### src/rtl/ama_riscv_rf_wb_arbiter_if.sv
// Writeback bus between the pipeline/MC unit (master) and the register-file
// writeback arbiter (slave).
interface ama_riscv_rf_wb_arbiter_if;
  logic        pipe_we;
  logic [4:0]  pipe_addr;
  logic [31:0] pipe_data;
  logic        mc_valid;
  logic        mc_ready;
  logic [4:0]  mc_addr;
  logic [31:0] mc_data;
  logic        mc_issue;
  logic [4:0]  mc_issue_addr;
  logic [4:0]  rs1_addr;
  logic [4:0]  rs2_addr;
  logic        rs1_busy;
  logic        rs2_busy;
  logic        stall_req;
  logic        rf_we;
  logic [4:0]  rf_addr_d;
  logic [31:0] rf_data_d;

  modport slave (
    input  pipe_we, pipe_addr, pipe_data,
    input  mc_valid, mc_addr, mc_data, mc_issue, mc_issue_addr,
    input  rs1_addr, rs2_addr,
    output mc_ready, rs1_busy, rs2_busy, stall_req,
    output rf_we, rf_addr_d, rf_data_d
  );

  modport master (
    output pipe_we, pipe_addr, pipe_data,
    output mc_valid, mc_addr, mc_data, mc_issue, mc_issue_addr,
    output rs1_addr, rs2_addr,
    input  mc_ready, rs1_busy, rs2_busy, stall_req,
    input  rf_we, rf_addr_d, rf_data_d
  );
endinterface

### src/rtl/ama_riscv_rf_wb_arbiter.sv
// Register-file writeback arbiter between the pipeline and a multi-cycle unit,
// with starvation escape; busy scoreboard present when AMA_RISCV_RF_SCOREBOARD_EN is defined.
module ama_riscv_rf_wb_arbiter #(
  parameter int unsigned STARVE_LIMIT = 4
) (
  input  logic                          clk,
  input  logic                          rst,
  ama_riscv_rf_wb_arbiter_if.slave      bus
);

  typedef enum logic {PIPE_PRI = 1'b0, MC_PRI = 1'b1} state_t;

  localparam logic [3:0] STARVE_LAST = 4'(STARVE_LIMIT - 1);

  state_t      state_q;
  logic [3:0]  starve_q;
  logic        rf_we_q;
  logic [4:0]  rf_addr_q;
  logic [31:0] rf_data_q;

  logic        mc_ready;
  logic        mc_hs;
  logic        grant_mc;
  logic        grant_pipe;
  logic        blocked;
  logic [4:0]  wb_addr;
  logic [31:0] wb_data;

  always_comb begin
    mc_ready   = !rst && (state_q == MC_PRI || !bus.pipe_we);
    mc_hs      = bus.mc_valid && mc_ready;
    // In MC_PRI a pipeline write colliding with a valid MC write is dropped.
    grant_mc   = (state_q == MC_PRI && bus.mc_valid) || (!bus.pipe_we && mc_hs);
    grant_pipe = bus.pipe_we && !(state_q == MC_PRI && bus.mc_valid);
    blocked    = (state_q == PIPE_PRI) && bus.mc_valid && !mc_ready;
    wb_addr    = grant_mc ? bus.mc_addr : bus.pipe_addr;
    wb_data    = grant_mc ? bus.mc_data : bus.pipe_data;
  end

  always_ff @(posedge clk) begin
    if (rst) begin
      state_q   <= PIPE_PRI;
      starve_q  <= '0;
      rf_we_q   <= 1'b0;
      rf_addr_q <= '0;
      rf_data_q <= '0;
    end else begin
      rf_we_q <= (grant_mc || grant_pipe) && (wb_addr != 5'd0);
      if (grant_mc || grant_pipe) begin
        rf_addr_q <= wb_addr;
        rf_data_q <= wb_data;
      end
      case (state_q)
        PIPE_PRI: begin
          if (blocked) begin
            starve_q <= starve_q + 4'd1;
            if (starve_q == STARVE_LAST) state_q <= MC_PRI;
          end else begin
            starve_q <= '0;
          end
        end
        MC_PRI: begin
          if (mc_hs || !bus.mc_valid) begin
            state_q  <= PIPE_PRI;
            starve_q <= '0;
          end
        end
        default: begin
          state_q  <= PIPE_PRI;
          starve_q <= '0;
        end
      endcase
    end
  end

  assign bus.mc_ready  = mc_ready;
  assign bus.stall_req = !rst && (state_q == MC_PRI);
  assign bus.rf_we     = rf_we_q;
  assign bus.rf_addr_d = rf_addr_q;
  assign bus.rf_data_d = rf_data_q;

`ifdef AMA_RISCV_RF_SCOREBOARD_EN
  logic [31:0] busy_q;
  logic [31:0] busy_d;
  logic [31:0] set_mask;
  logic [31:0] clr_mask;

  // Set is applied after clear so a same-cycle issue/retire keeps the bit.
  always_comb begin
    set_mask = '0;
    clr_mask = '0;
    if (bus.mc_issue) set_mask[bus.mc_issue_addr] = 1'b1;
    if (mc_hs)        clr_mask[bus.mc_addr]       = 1'b1;
    busy_d = ((busy_q & ~clr_mask) | set_mask) & ~32'h1;
  end

  always_ff @(posedge clk) begin
    if (rst) busy_q <= '0;
    else     busy_q <= busy_d;
  end

  assign bus.rs1_busy = busy_q[bus.rs1_addr];
  assign bus.rs2_busy = busy_q[bus.rs2_addr];
`else
  assign bus.rs1_busy = 1'b0;
  assign bus.rs2_busy = 1'b0;
`endif

endmodule

### src/flat_wrapper.sv
// flat-port wrapper written by rule: the top's interface ports become plain ports
module ama_riscv_rf_wb_arbiter_flat 
#(
  parameter int unsigned STARVE_LIMIT = 4
)
  (clk, rst, bus_pipe_we, bus_pipe_addr, bus_pipe_data, bus_mc_valid, bus_mc_addr, bus_mc_data, bus_mc_issue, bus_mc_issue_addr, bus_rs1_addr, bus_rs2_addr, bus_mc_ready, bus_rs1_busy, bus_rs2_busy, bus_stall_req, bus_rf_we, bus_rf_addr_d, bus_rf_data_d);
  ama_riscv_rf_wb_arbiter_if bus_i ();
  input  logic clk;
  input  logic rst;
  input wire logic [$bits(bus_i.pipe_we)-1:0] bus_pipe_we;
  input wire logic [$bits(bus_i.pipe_addr)-1:0] bus_pipe_addr;
  input wire logic [$bits(bus_i.pipe_data)-1:0] bus_pipe_data;
  input wire logic [$bits(bus_i.mc_valid)-1:0] bus_mc_valid;
  input wire logic [$bits(bus_i.mc_addr)-1:0] bus_mc_addr;
  input wire logic [$bits(bus_i.mc_data)-1:0] bus_mc_data;
  input wire logic [$bits(bus_i.mc_issue)-1:0] bus_mc_issue;
  input wire logic [$bits(bus_i.mc_issue_addr)-1:0] bus_mc_issue_addr;
  input wire logic [$bits(bus_i.rs1_addr)-1:0] bus_rs1_addr;
  input wire logic [$bits(bus_i.rs2_addr)-1:0] bus_rs2_addr;
  output wire logic [$bits(bus_i.mc_ready)-1:0] bus_mc_ready;
  output wire logic [$bits(bus_i.rs1_busy)-1:0] bus_rs1_busy;
  output wire logic [$bits(bus_i.rs2_busy)-1:0] bus_rs2_busy;
  output wire logic [$bits(bus_i.stall_req)-1:0] bus_stall_req;
  output wire logic [$bits(bus_i.rf_we)-1:0] bus_rf_we;
  output wire logic [$bits(bus_i.rf_addr_d)-1:0] bus_rf_addr_d;
  output wire logic [$bits(bus_i.rf_data_d)-1:0] bus_rf_data_d;
  assign bus_i.pipe_we = bus_pipe_we;
  assign bus_i.pipe_addr = bus_pipe_addr;
  assign bus_i.pipe_data = bus_pipe_data;
  assign bus_i.mc_valid = bus_mc_valid;
  assign bus_i.mc_addr = bus_mc_addr;
  assign bus_i.mc_data = bus_mc_data;
  assign bus_i.mc_issue = bus_mc_issue;
  assign bus_i.mc_issue_addr = bus_mc_issue_addr;
  assign bus_i.rs1_addr = bus_rs1_addr;
  assign bus_i.rs2_addr = bus_rs2_addr;
  assign bus_mc_ready = bus_i.mc_ready;
  assign bus_rs1_busy = bus_i.rs1_busy;
  assign bus_rs2_busy = bus_i.rs2_busy;
  assign bus_stall_req = bus_i.stall_req;
  assign bus_rf_we = bus_i.rf_we;
  assign bus_rf_addr_d = bus_i.rf_addr_d;
  assign bus_rf_data_d = bus_i.rf_data_d;
  ama_riscv_rf_wb_arbiter #(.STARVE_LIMIT(STARVE_LIMIT)) u_core (.clk(clk), .rst(rst), .bus(bus_i));
endmodule
### config.mk
export PLATFORM = sky130hd
export DESIGN_NAME = ama_riscv_rf_wb_arbiter_flat
export DESIGN_NICKNAME = d
export VERILOG_FILES = /design/src/rtl/ama_riscv_rf_wb_arbiter_if.sv /design/src/rtl/ama_riscv_rf_wb_arbiter.sv /design/src/flat_wrapper.sv
export SDC_FILE = /design/constraint.sdc
export NUM_CORES = 1
export LEC_CHECK = 0
export CAP_MARGIN = 10
export CORE_MARGIN = 4
export CORE_UTILIZATION = 37
export CTS_CLUSTER_DIAMETER = 40
export DETAILED_ROUTE_END_ITERATION = 8
export PLACE_DENSITY = 0.84
export SETUP_SLACK_MARGIN = 0.2
export SYNTH_ARGS = -nofsm -noshare
export SYNTH_HDL_FRONTEND = slang
export SYNTH_SLANG_ARGS = --single-unit
### constraint.sdc
create_clock -name clk -period 1.55 [get_ports clk]
set_input_delay 0.31 -clock clk [delete_from_list [all_inputs] [get_ports clk]]
set_output_delay 0.31 -clock clk [all_outputs]
set_load 0.01 [all_outputs]
==> out/metrics.yaml, run 1 <==
outcome:
  outcome: "finished clean"
die:
  coreArea_sq_um: 5540
  die-height_um: 83.9
  io_pins: 136
  initial_utilization_pct: 38.5
  die_x_um: 83.9
  dieArea_sq_um: 7040
  rows: 27
routing:
  drc: 0
  first_iter_violations: 114
  met3_length_um: 388
  wirelength_mm: 5.95
  dr.max_layer_used: "met4"
  vias: 2043
  dr.pass1.iters: 4
  via_per_inst: 5.20
  wl_met1_mm: 2.51
  wl_per_cell_um: 15.1
  ant_nets: 0
  wl_met2_mm: 2.99
power_and_ir_drop:
  ir_drop_v: 0.000358
  power_w: 0.00261
  powerDensity_nw_per_um2: 763
  p_leak_nw: 1.53
hold_path:
  hp-class: "input pin to flop"
global_routing:
  grt_max_degree: 39
  grt_pass1_wl_mm: 9.86
  grt_pass1_vias: 2045
  grtUsageTotal_pct: 16.9
  antenna_found_initial: 0
  grt_remaining_overflow: 0
worst_setup_path:
  cp_cell_sequence: "and2b_1 > nor2_1 > buf_2"
  critPathMaxStageDelay_ps: 340
  path_buf_inv: 1
  arrival_ps: 1040
  crit_path_max_fanout: 4
  endpoint_kind: "primary output"
  critical_path.top_delay_family: "flip-flops"
  crit_type: "flop to primary output"
  start_kind: "flop"
  slowest_stage: "dfxtp_2"
  required_ps: 1240
synthesis:
  syn_avg_cell_area_sq_um: 10.4
  synth_xor_area_share_pct: 0.822
  yosysWarningCount: 0
  synthAdderAreaFrac_pct: 0.587
  synthCells: 204
  synthMuxAreaShare_pct: 17.4
  synth-simple-area-share_pct: 3.29
  synth_compound_area_share_pct: 27.7
  synth_area_sq_um: 2130
  ys_seq_area_share_pct: 40.4
  synth_top_family_by_area: "compound AO/OA/AOI/OAI gates"
  synth_seq_cells: 43
  synthDistinctLibCells: 25
clock_tree:
  clk_latency_ps: 280
  clkSinkCount: 43
  tritoncts: "yes"
  ctsLongestPathBuffers: 2
  cts_root_buffer: "clkbuf_8"
  cts_buffers: 5
  hold_buffers: 0
  clk_pin_slew_worst_paths_ps: 80
  h-tree-depth: 2
finish:
  final_cell_mix: "clkdlybuf4s50_1 (75), dfxtp_1 (42), dlygate4sd2_1 (39)"
  postLayoutCoreUtil_pct: 61.8
  areaGrowthSynthToFinish_pct: 60.7
  final_area_sq_um: 3420
  layout.nets: 416
  antennaDiodeCount: 0
  final_common_cell: "clkdlybuf4s50_1"
  final_cells: 393
  drive_above_1_share_pct: 9.66
timing:
  hold_viol: 0
  fmax_mhz: 742
  finalCritPeriodShare_pct: 86.9
  setup_viol: 0
  rsz0062_at_grt: "yes"
  fin_worst_skew_ps: 6.28
  drv_slew: 0
  fin_crit_ps: 1350
placed_design:
  portBuffers: 117
  placed_cells: 386
  dp_hpwl_mm: 4.42
  placed_cell_area_sq_um: 3390
  routabilityCongestion: 0.759
flow_run:
  drv_cap: 0
[logic make-up (layout without fill, tap and decap cells)]
group	count (synthesis)	in the layout
AOI/OAI and AO/OA	78	78
xor gates and xnor gates	2	2
adders and majority gates	1	1
buffers and inverters	29	145
DFF	43	43
muxes	37	37
other	1	2
and+or+nand+nor	13	13
[repair_timing]
item / CTS / global route
buffers inserted: 0 / 0
pin swaps: 1 / 0
resized for setup: 47 / 1
endpoints found under the setup margin: 61 / 3
[path summary, 6_finish.rpt]
check                                        start                 endpoint  slack, ps  depth (start not counted)
worst max-delay path                u_core.state_q             bus_mc_ready        200                          3
worst max register to register      u_core.state_q  u_core.bus.rf_addr_d[1]        380                          4
worst min register to register  u_core.starve_q[0]       u_core.starve_q[0]        440                          1
worst min-delay path                           rst         u_core.bus.rf_we        440                          2
[layout make-up]
| type | count | area [sq um] |
|---|---|---|
| Clock inverter | 1 | 5.00 |
| Tap cell | 72 | 90.1 |
| Multi-Input combinational cell | 133 | 1070 |
| Sequential cell | 43 | 862 |
| Fill cell | 499 | 2120 |
| Clock buffer | 6 | 82.6 |
| Inverter | 3 | 11.3 |
| Timing Repair Buffer | 135 | 1310 |
[power breakdown]
| part | total (W) | leakage (nW) | switching, W | internal, W |
|---|---|---|---|---|
| Combinational | 0.000682 | 1.13 | 0.000272 | 0.000410 |
| Sequential | 0.00122 | 0.356 | 0.0000337 | 0.00118 |
| Clock | 0.000716 | 0.0470 | 0.000366 | 0.000350 |
| Total | 0.00261 | 1.53 | 0.000672 | 0.00194 |
[Yosys cell counts]
| cell | instances | area (sq um) |
|---|---|---|
| mux2i_1 | 37 | 370 |
| clkbuf_4 | 1 | 7.51 |
| nand3_1 | 2 | 10.0 |
| nor4b_1 | 1 | 8.76 |
| buf_6 | 11 | 124 |
| buf_2 | 3 | 15.0 |
| o311a_1 | 37 | 370 |
| buf_4 | 2 | 15.0 |
| inv_1 | 3 | 11.3 |
| o211ai_1 | 1 | 7.51 |
| xnor2_1 | 1 | 8.76 |
| a21boi_0 | 1 | 7.51 |
| nor2_1 | 6 | 22.5 |
| xor2_1 | 1 | 8.76 |
| conb_1 | 1 | 3.75 |
| o21ba_1 | 1 | 10.0 |
| o21ai_1 | 23 | 115 |
| ha_1 | 1 | 12.5 |
| clkbuf_1 | 9 | 33.8 |
| or4_1 | 2 | 15.0 |
| dfxtp_1 | 43 | 861 |
| nor2b_1 | 1 | 6.26 |
| o41ai_1 | 1 | 8.76 |
| and2b_1 | 1 | 7.51 |
| o21ai_0 | 14 | 70.1 |
[per-layer routing]
layer / vias to the layer above / global-route usage (%)
met5: - / 0
met4: 0 / 3.07
met3: 7 / 4.34
met2: 80 / 30.5
met1: 935 / 20.2
li1: 1021 / -
[stage by stage]
stage / hold WS [ps] / setup TNS (ps) / worst slack [ps]
2_1_floorplan: 412 / 0 / 377
3_3_place_gp: 428 / -4500 / -270
3_5_place_dp: 435 / -4860 / -268
4_1_cts: 437 / 0 / 191
5_1_grt: 462 / 0 / 154
6_report: 445 / 0 / 202
[registers in the layout (all words and copies together) (netlist names)]
signal                flops
u_core.bus.rf_addr_d      5
u_core.bus.rf_data_d     32
u_core.bus.rf_we          1
u_core.state_q            1
u_core.starve_q           4
(Power assumes the default switching activity.)
==> run 2, diff against run 1 <==
--- a/config.mk
+++ b/config.mk
@@ -6,11 +6,13 @@
 export NUM_CORES = 1
 export LEC_CHECK = 0
 export CAP_MARGIN = 10
+export CELL_PAD_IN_SITES_DETAIL_PLACEMENT = 0
+export CELL_PAD_IN_SITES_GLOBAL_PLACEMENT = 1
 export CORE_MARGIN = 4
-export CORE_UTILIZATION = 37
+export CORE_UTILIZATION = 26
 export CTS_CLUSTER_DIAMETER = 40
 export DETAILED_ROUTE_END_ITERATION = 8
-export PLACE_DENSITY = 0.84
+export PLACE_DENSITY = 0.83
 export SETUP_SLACK_MARGIN = 0.2
 export SYNTH_ARGS = -nofsm -noshare
 export SYNTH_HDL_FRONTEND = slang
==> run 2 against run 1 <==
  * Wire length up 12%
  * Highest routed layer unchanged
  * Largest power group unchanged
  * Maximum frequency down 1.8%
  * Largest cell class unchanged
  * Critical path type unchanged
  * Register-to-register slack worse by 90 ps
==> out/metrics.yaml, run 2 (synthesis gave the netlist of run 1 again) <==
routing:
  drc: 0  # unchanged
  wirelength_mm: 6.68  # was 5.95 mm
  first_iter_violations: 62  # was 114
  dr.pass1.iters: 4  # unchanged
  via_per_inst: 4.92  # was 5.20
  wl_per_cell_um: 15.5  # was 15.1 um
  vias: 2119  # was 2043
  ant_nets: 0  # unchanged
placed_design:
  placed_cells: 419  # was 386
  placed_cell_area_sq_um: 3440  # was 3390 sq um
  dp_hpwl_mm: 4.66  # was 4.42 mm
  routabilityCongestion: 0.729  # was 0.759
  dp_slack_ps: -228  # was -268 ps
  portBuffers: 117  # unchanged
global_routing:
  grt_pass1_vias: 2021  # was 2045
  grt_remaining_overflow: 0  # unchanged
  grtUsageTotal_pct: 12.3  # was 16.9%
  grt_pass1_wl_mm: 9.86  # unchanged
  antenna_found_initial: 1  # was 0
  grt_max_degree: 39  # unchanged
die:
  rows: 32  # was 27
  die_x_um: 98.5  # was 83.9 um
  initial_utilization_pct: 27.2  # was 38.5%
  die-height_um: 98.5  # was 83.9 um
  io_pins: 136  # unchanged
  coreArea_sq_um: 7850  # was 5540 sq um
  dieArea_sq_um: 9710  # was 7040 sq um
finish:
  postLayoutCoreUtil_pct: 45.5  # was 61.8%
  final_cells: 431  # was 393
  final_common_cell: "clkdlybuf4s50_1"  # unchanged
  final_cell_mix: "clkdlybuf4s50_1 (72), dfxtp_1 (42), dlygate4sd2_1 (41)"  # was clkdlybuf4s50_1 (75), dfxtp_1 (42), dlygate4sd2_1 (39)
  layout.nets: 423  # was 416
  largest_reg_flops: 32  # unchanged
  areaGrowthSynthToFinish_pct: 67.5  # was 60.7%
  final_area_sq_um: 3570  # was 3420 sq um
  drive_above_1_share_pct: 13.1  # was 9.66%
  fillers: 780  # was 499
clock_tree:
  ctsLongestPathBuffers: 2  # unchanged
  clk_pin_slew_worst_paths_ps: 80  # about the same
  cts_buffers: 5  # unchanged
  clkSinkCount: 43  # unchanged
  hold_buffers: 0  # unchanged
  h-tree-depth: 2  # unchanged
  tritoncts: "yes"  # unchanged
  cts_root_buffer: "clkbuf_8"  # unchanged
  clk_latency_ps: 290  # was 280 ps
timing:
  setup_slack_ps: 178  # was 202 ps
  fmax_mhz: 729  # was 742 MHz
  rsz0062_at_grt: "yes"  # unchanged
  fin_worst_skew_ps: 5.02  # was 6.28 ps
  fin_crit_ps: 1370  # was 1350 ps
  setup_viol: 0  # unchanged
  timing.hold.ws_ps: 403  # was 445 ps
  drv_slew: 0  # unchanged
  finalCritPeriodShare_pct: 88.5  # was 86.9%
  hold_viol: 0  # unchanged
worst_setup_path:
  critPathMaxStageDelay_ps: 350  # was 340 ps
  start_kind: "flop"  # unchanged
  crit_path_max_fanout: 4  # unchanged
  arrival_ps: 1060  # was 1040 ps
  critical_path.top_delay_family: "flip-flops"  # unchanged
  endpoint_kind: "primary output"  # unchanged
  slowest_stage: "dfxtp_2"  # unchanged
  crit_type: "flop to primary output"  # unchanged
  path_buf_inv: 1  # unchanged
  cp_cell_sequence: "and2b_1 > nor2_1 > buf_2"  # unchanged
  required_ps: 1240  # about the same
hold_path:
  hp-class: "input pin to flop"  # unchanged
outcome:
  outcome: "finished clean"  # unchanged
power_and_ir_drop:
  ir_drop_v: 0.000353  # was 0.000358 V
  p_leak_nw: 1.60  # was 1.53 nW
  powerDensity_nw_per_um2: 745  # was 763 nW/um^2
flow_run:
  drv_cap: 0  # unchanged
## run 2: cell types whose count changed in the layout (fill, tap and decap cells not counted), sizes merged
cell           previous run  this run
clkbuf                    6         8
buf                      21        26
dlymetal6s2s              0         1
dlygate4sd2              39        41
clkdlybuf4s50            75        72
diode                     0         1
## run 2: where the power goes
group	internal (W)	switching, W	total [W]
logic	0.000430	0.000286	0.000716
registers	0.00118	0.0000335	0.00122
clock network	0.000350	0.000378	0.000728
## run 2: final timing paths
path	start	endpoint	slack (ps)	cells past startpoint
min	rst	u_core.bus.rf_we	400	3
max	u_core.state_q	bus_mc_ready	180	3
max reg2reg	u_core.state_q	u_core.state_q	290	5
min reg2reg	u_core.starve_q[3]	u_core.state_q	450	1
## run 2: layer usage
layer  wire (um)  vias up  GRT usage, %
li1            -     1037             -
met1        2750      985          13.5
met2        3240       86          22.0
met3         521       11          4.60
met4         167        0          3.68
met5           0        -             0
## run 2: metrics by stage
stage | total power [W] | setup TNS [ps]
global placement | 0.00197 | -7330
finish | 0.00266 | 0
CTS | 0.00268 | 0
floorplan | 0.00157 | 0
global route | 0.00281 | 0
detailed placement | 0.00199 | -7780
## run 2: cell type report
| class | instances | area (sq um) | area share, % |
|---|---|---|---|
| well taps | 102 | 128 | 3.58 |
| clock buffers | 6 | 82.6 | 2.31 |
| clock inverters | 1 | 5.00 | 0.140 |
| repair buffers | 142 | 1380 | 38.8 |
| diodes | 1 | 2.50 | 0.0701 |
| flip-flops and latches | 43 | 862 | 24.2 |
| multi-input cells | 133 | 1090 | 30.7 |
| inverters | 3 | 11.3 | 0.315 |
## run 2: worst register-to-register path, cell delays in order, from the launching register on
cell and delay (ps):
dfxtp_2 340, and2b_1 210, buf_4 100, buf_4 100, nand3_1 100, nor4b_1 300
## run 2: timing repair
| action | 4_1_cts | 5_1_grt |
|---|---|---|
| gates cloned | 0 | 3 |
| pin swaps | 2 | 2 |
| gates resized for setup | 52 | 12 |
| setup buffers | 0 | 1 |
| setup endpoints to repair | 78 | 40 |
==> run 3, diff against run 2 <==
--- a/config.mk
+++ b/config.mk
@@ -10,10 +10,12 @@
 export CELL_PAD_IN_SITES_GLOBAL_PLACEMENT = 1
 export CORE_MARGIN = 4
 export CORE_UTILIZATION = 26
+export CTS_BUF_LIST = sky130_fd_sc_hd__clkbuf_4 sky130_fd_sc_hd__clkbuf_8 sky130_fd_sc_hd__clkbuf_16
 export CTS_CLUSTER_DIAMETER = 40
 export DETAILED_ROUTE_END_ITERATION = 8
 export PLACE_DENSITY = 0.83
 export SETUP_SLACK_MARGIN = 0.2
+export SLEW_MARGIN = 30
 export SYNTH_ARGS = -nofsm -noshare
 export SYNTH_HDL_FRONTEND = slang
 export SYNTH_SLANG_ARGS = --single-unit
==> results of run 3 <==
Same layout as run 2: the final DEF is identical, and so are final timing and power.
==> variant (settings of run 2) <==
Add a define of `AMA_RISCV_RF_SCOREBOARD_EN`.
--- a/src/rtl/ama_riscv_rf_wb_arbiter.sv
+++ b/src/rtl/ama_riscv_rf_wb_arbiter.sv
@@ -2,2 +2,4 @@
 // with starvation escape; busy scoreboard present when AMA_RISCV_RF_SCOREBOARD_EN is defined.
+`define AMA_RISCV_RF_SCOREBOARD_EN
+
 module ama_riscv_rf_wb_arbiter #(
Formal check against the unedited RTL: not equivalent (Yosys sat finds a counterexample within 4 cycles, from zero or initial values and one cycle with rst high).
==> variant against run 2 <==
The run now ends with negative setup slack left; wire length rose by 97%; setup slack got worse by 0.58 ns; first-iteration DRC count grew to 2.8 times the old value; total power up 98%; synthesized cell count increased by 110%; synthesized area increased by 75%; via count rose by 87%; sequential cell count increased by 31; core utilization increased by 1.1 points; final area is 82% higher; sequential power grew 67%; critical endpoint is now bus_rs2_busy; highest routed layer unchanged.
==> variant: results (changes against run 2) <==
- Maximum number of pins on one net before global-route repair: 52 (was 39)
- Endpoints failing setup: 2 (was 0)
- Total negative slack for setup checks: -0.7716 ns (was 0 ns)
- Vias/cell: 5.042 (was 4.916)
- Ratio of cells with drive above 1 in the final layout: 0.2533 (was 0.1311)
- Seq/Total Area, Yosys: 0.3983 (was 0.4040)
- Ranking of synthesized cells by instance count: dfxtp_1 (74), mux2i_1 (55), nor2_1 (54), a211oi_1 (39), nand2_1 (39) (was dfxtp_1 (43), mux2i_1 (37), o311a_1 (37), o21ai_1 (23), o21ai_0 (14))
- Distinct cell type count of the synthesized netlist: 37 (was 25)
- Wire length of the first global-routing pass: 20240 µm (was 9860 µm)
- Count of TritonRoute iterations in the first routing pass: 4 (unchanged)
- RD Place Congestion: 0.8695 (was 0.7292)
- Worst Slack Setup Final: -0.4019 ns (was 0.1781 ns)
- Outcome: finished with violations (was finished clean)
- Violations in the final reports: negative setup slack
- Number of antenna violations at the first check in global routing: 0 (was 1)
- Diode insertion count for antenna repair: 0 (was 1)
- Final layout net count: 698 (was 423)
- Top cells by area, synth: dfxtp_1 (40%), mux2i_1 (15%), a211oi_1 (7.9%) (was dfxtp_1 (40%), mux2i_1 (17%), o311a_1 (17%))
- HPWL after detailed placement: 9173 µm (was 4665 µm)
- Initial detailed-routing violation count: 176 (was 62)
- Clock Pin Slew Worst Setup and Hold Paths: 0.07 ns
- Critical Path Fanout Max: 3 (was 4)
- CTS root buffer: clkbuf_16 (was clkbuf_8)
- Combined global-route utilization of all metal layers: 0.1544 (was 0.1230)
- Static leakage: 2.677 nW (was 1.603 nW)
- WP data arrival: 1.64 ns (was 1.06 ns)
- Maximum level of the CTS H-tree: 3 (was 2)
- Number of inserted filler cells in the final layout: 1355 (was 780)
- Vias in the first global route: 4007 (was 2021)
- Clock latency of the later-clocked register in the worst-skew pair: 0.33 ns (was 0.29 ns)
- Inserted Clock Buffers: 9 (was 5)
- Port bufs: 135 (was 117)
- Routed wirelength normalized by instance count: 16.67 µm (was 15.50 µm)
- Switching Power: 1.354 mW (was 0.6976 mW)
- Setup skew after layout: 0.01010 ns (was 0.005016 ns)
- Worst voltage drop across the vdd grid: 0.4212 mV (was 0.3530 mV)
## variant: logic make-up (layout without fill, tap and decap cells)
| family | count (synthesis) | count (layout) | share of synthesized area |
|---|---|---|---|
| xor+xnor | 2 | 2 | 0.004710 |
| simple gates | 139 | 139 | 0.1739 |
| buf+inv | 33 | 214 | 0.04373 |
| mux | 61 | 61 | 0.1843 |
| fa+ha+maj | 1 | 1 | 0.003363 |
| flops | 74 | 74 | 0.3983 |
| compound gates | 117 | 117 | 0.1917 |
## variant: critical path, cell delays in order (launching register included)
cell and delay (ns):
dfxtp_2 0.33, mux4_2 0.46, nand2b_4 0.15, o211ai_1 0.09
nand4_1 0.12, buf_2 0.16
## variant: per-layer routing
layer  track usage  wire length [µm]  vias to the layer above
li1              -                 -                     1912
met1        0.1921              5538                     1913
met2        0.2570              6463                      137
met3       0.05226               981                       11
met4       0.03933               150                        0
met5             0                 0                        -
## variant: final cells by class
class	count	share of cell area
multi-input combinational	320	0.3722
clock buffer	10	0.03685
inverter	2	0.001158
tap	180	0.03473
sequential	74	0.2300
timing repair buffer	196	0.3143
clock inverter	6	0.01080
## variant: what timing repair did
| item | 4_1_cts | 5_1_grt |
|---|---|---|
| resized for setup | 139 | 37 |
| cloned | 5 | 3 |
| pin swaps | 29 | 14 |
| buffers inserted | 5 | 4 |
| setup endpoints to repair | 64 | 71 |
| hold buffers | 0 | 0 |
## variant: path summary, 6_finish.rpt
check | start | endpoint | slack [ns] | cells past startpoint
max | u_core.busy_q[7] | bus_rs2_busy | -0.40 | 5
min | bus_mc_addr[2] | u_core.bus.rf_addr_d[2] | 0.44 | 4
max reg2reg | u_core.state_q | u_core.bus.rf_data_d[2] | 0.22 | 6
min reg2reg | u_core.starve_q[0] | u_core.starve_q[0] | 0.46 | 1
## variant: power by group through the flow
stage               Combinational, mW  Sequential, mW  Clock [mW]
global placement                0.940            2.08           0
finish                           1.06            2.04        2.16
global route                     1.14            2.05        2.31
floorplan                       0.356            2.11           0
detailed placement              0.951            2.08           0
CTS                             0.999            2.04        2.22
## variant: metrics by stage
step	worst slack [ns]	instances	instance area, µm²	total power, mW	util
6_report	-0.4019	788	6485	5.254	0.4654
4_1_cts	-0.3983	781	6218	5.255	0.4463
5_1_grt	-0.4563	788	6485	5.499	0.4654
3_3_place_gp	-1.019	755	5574	3.019	0.4000
3_5_place_dp	-1.053	755	5574	3.032	0.4000
2_1_floorplan	-0.01864	427	3785	2.465	-
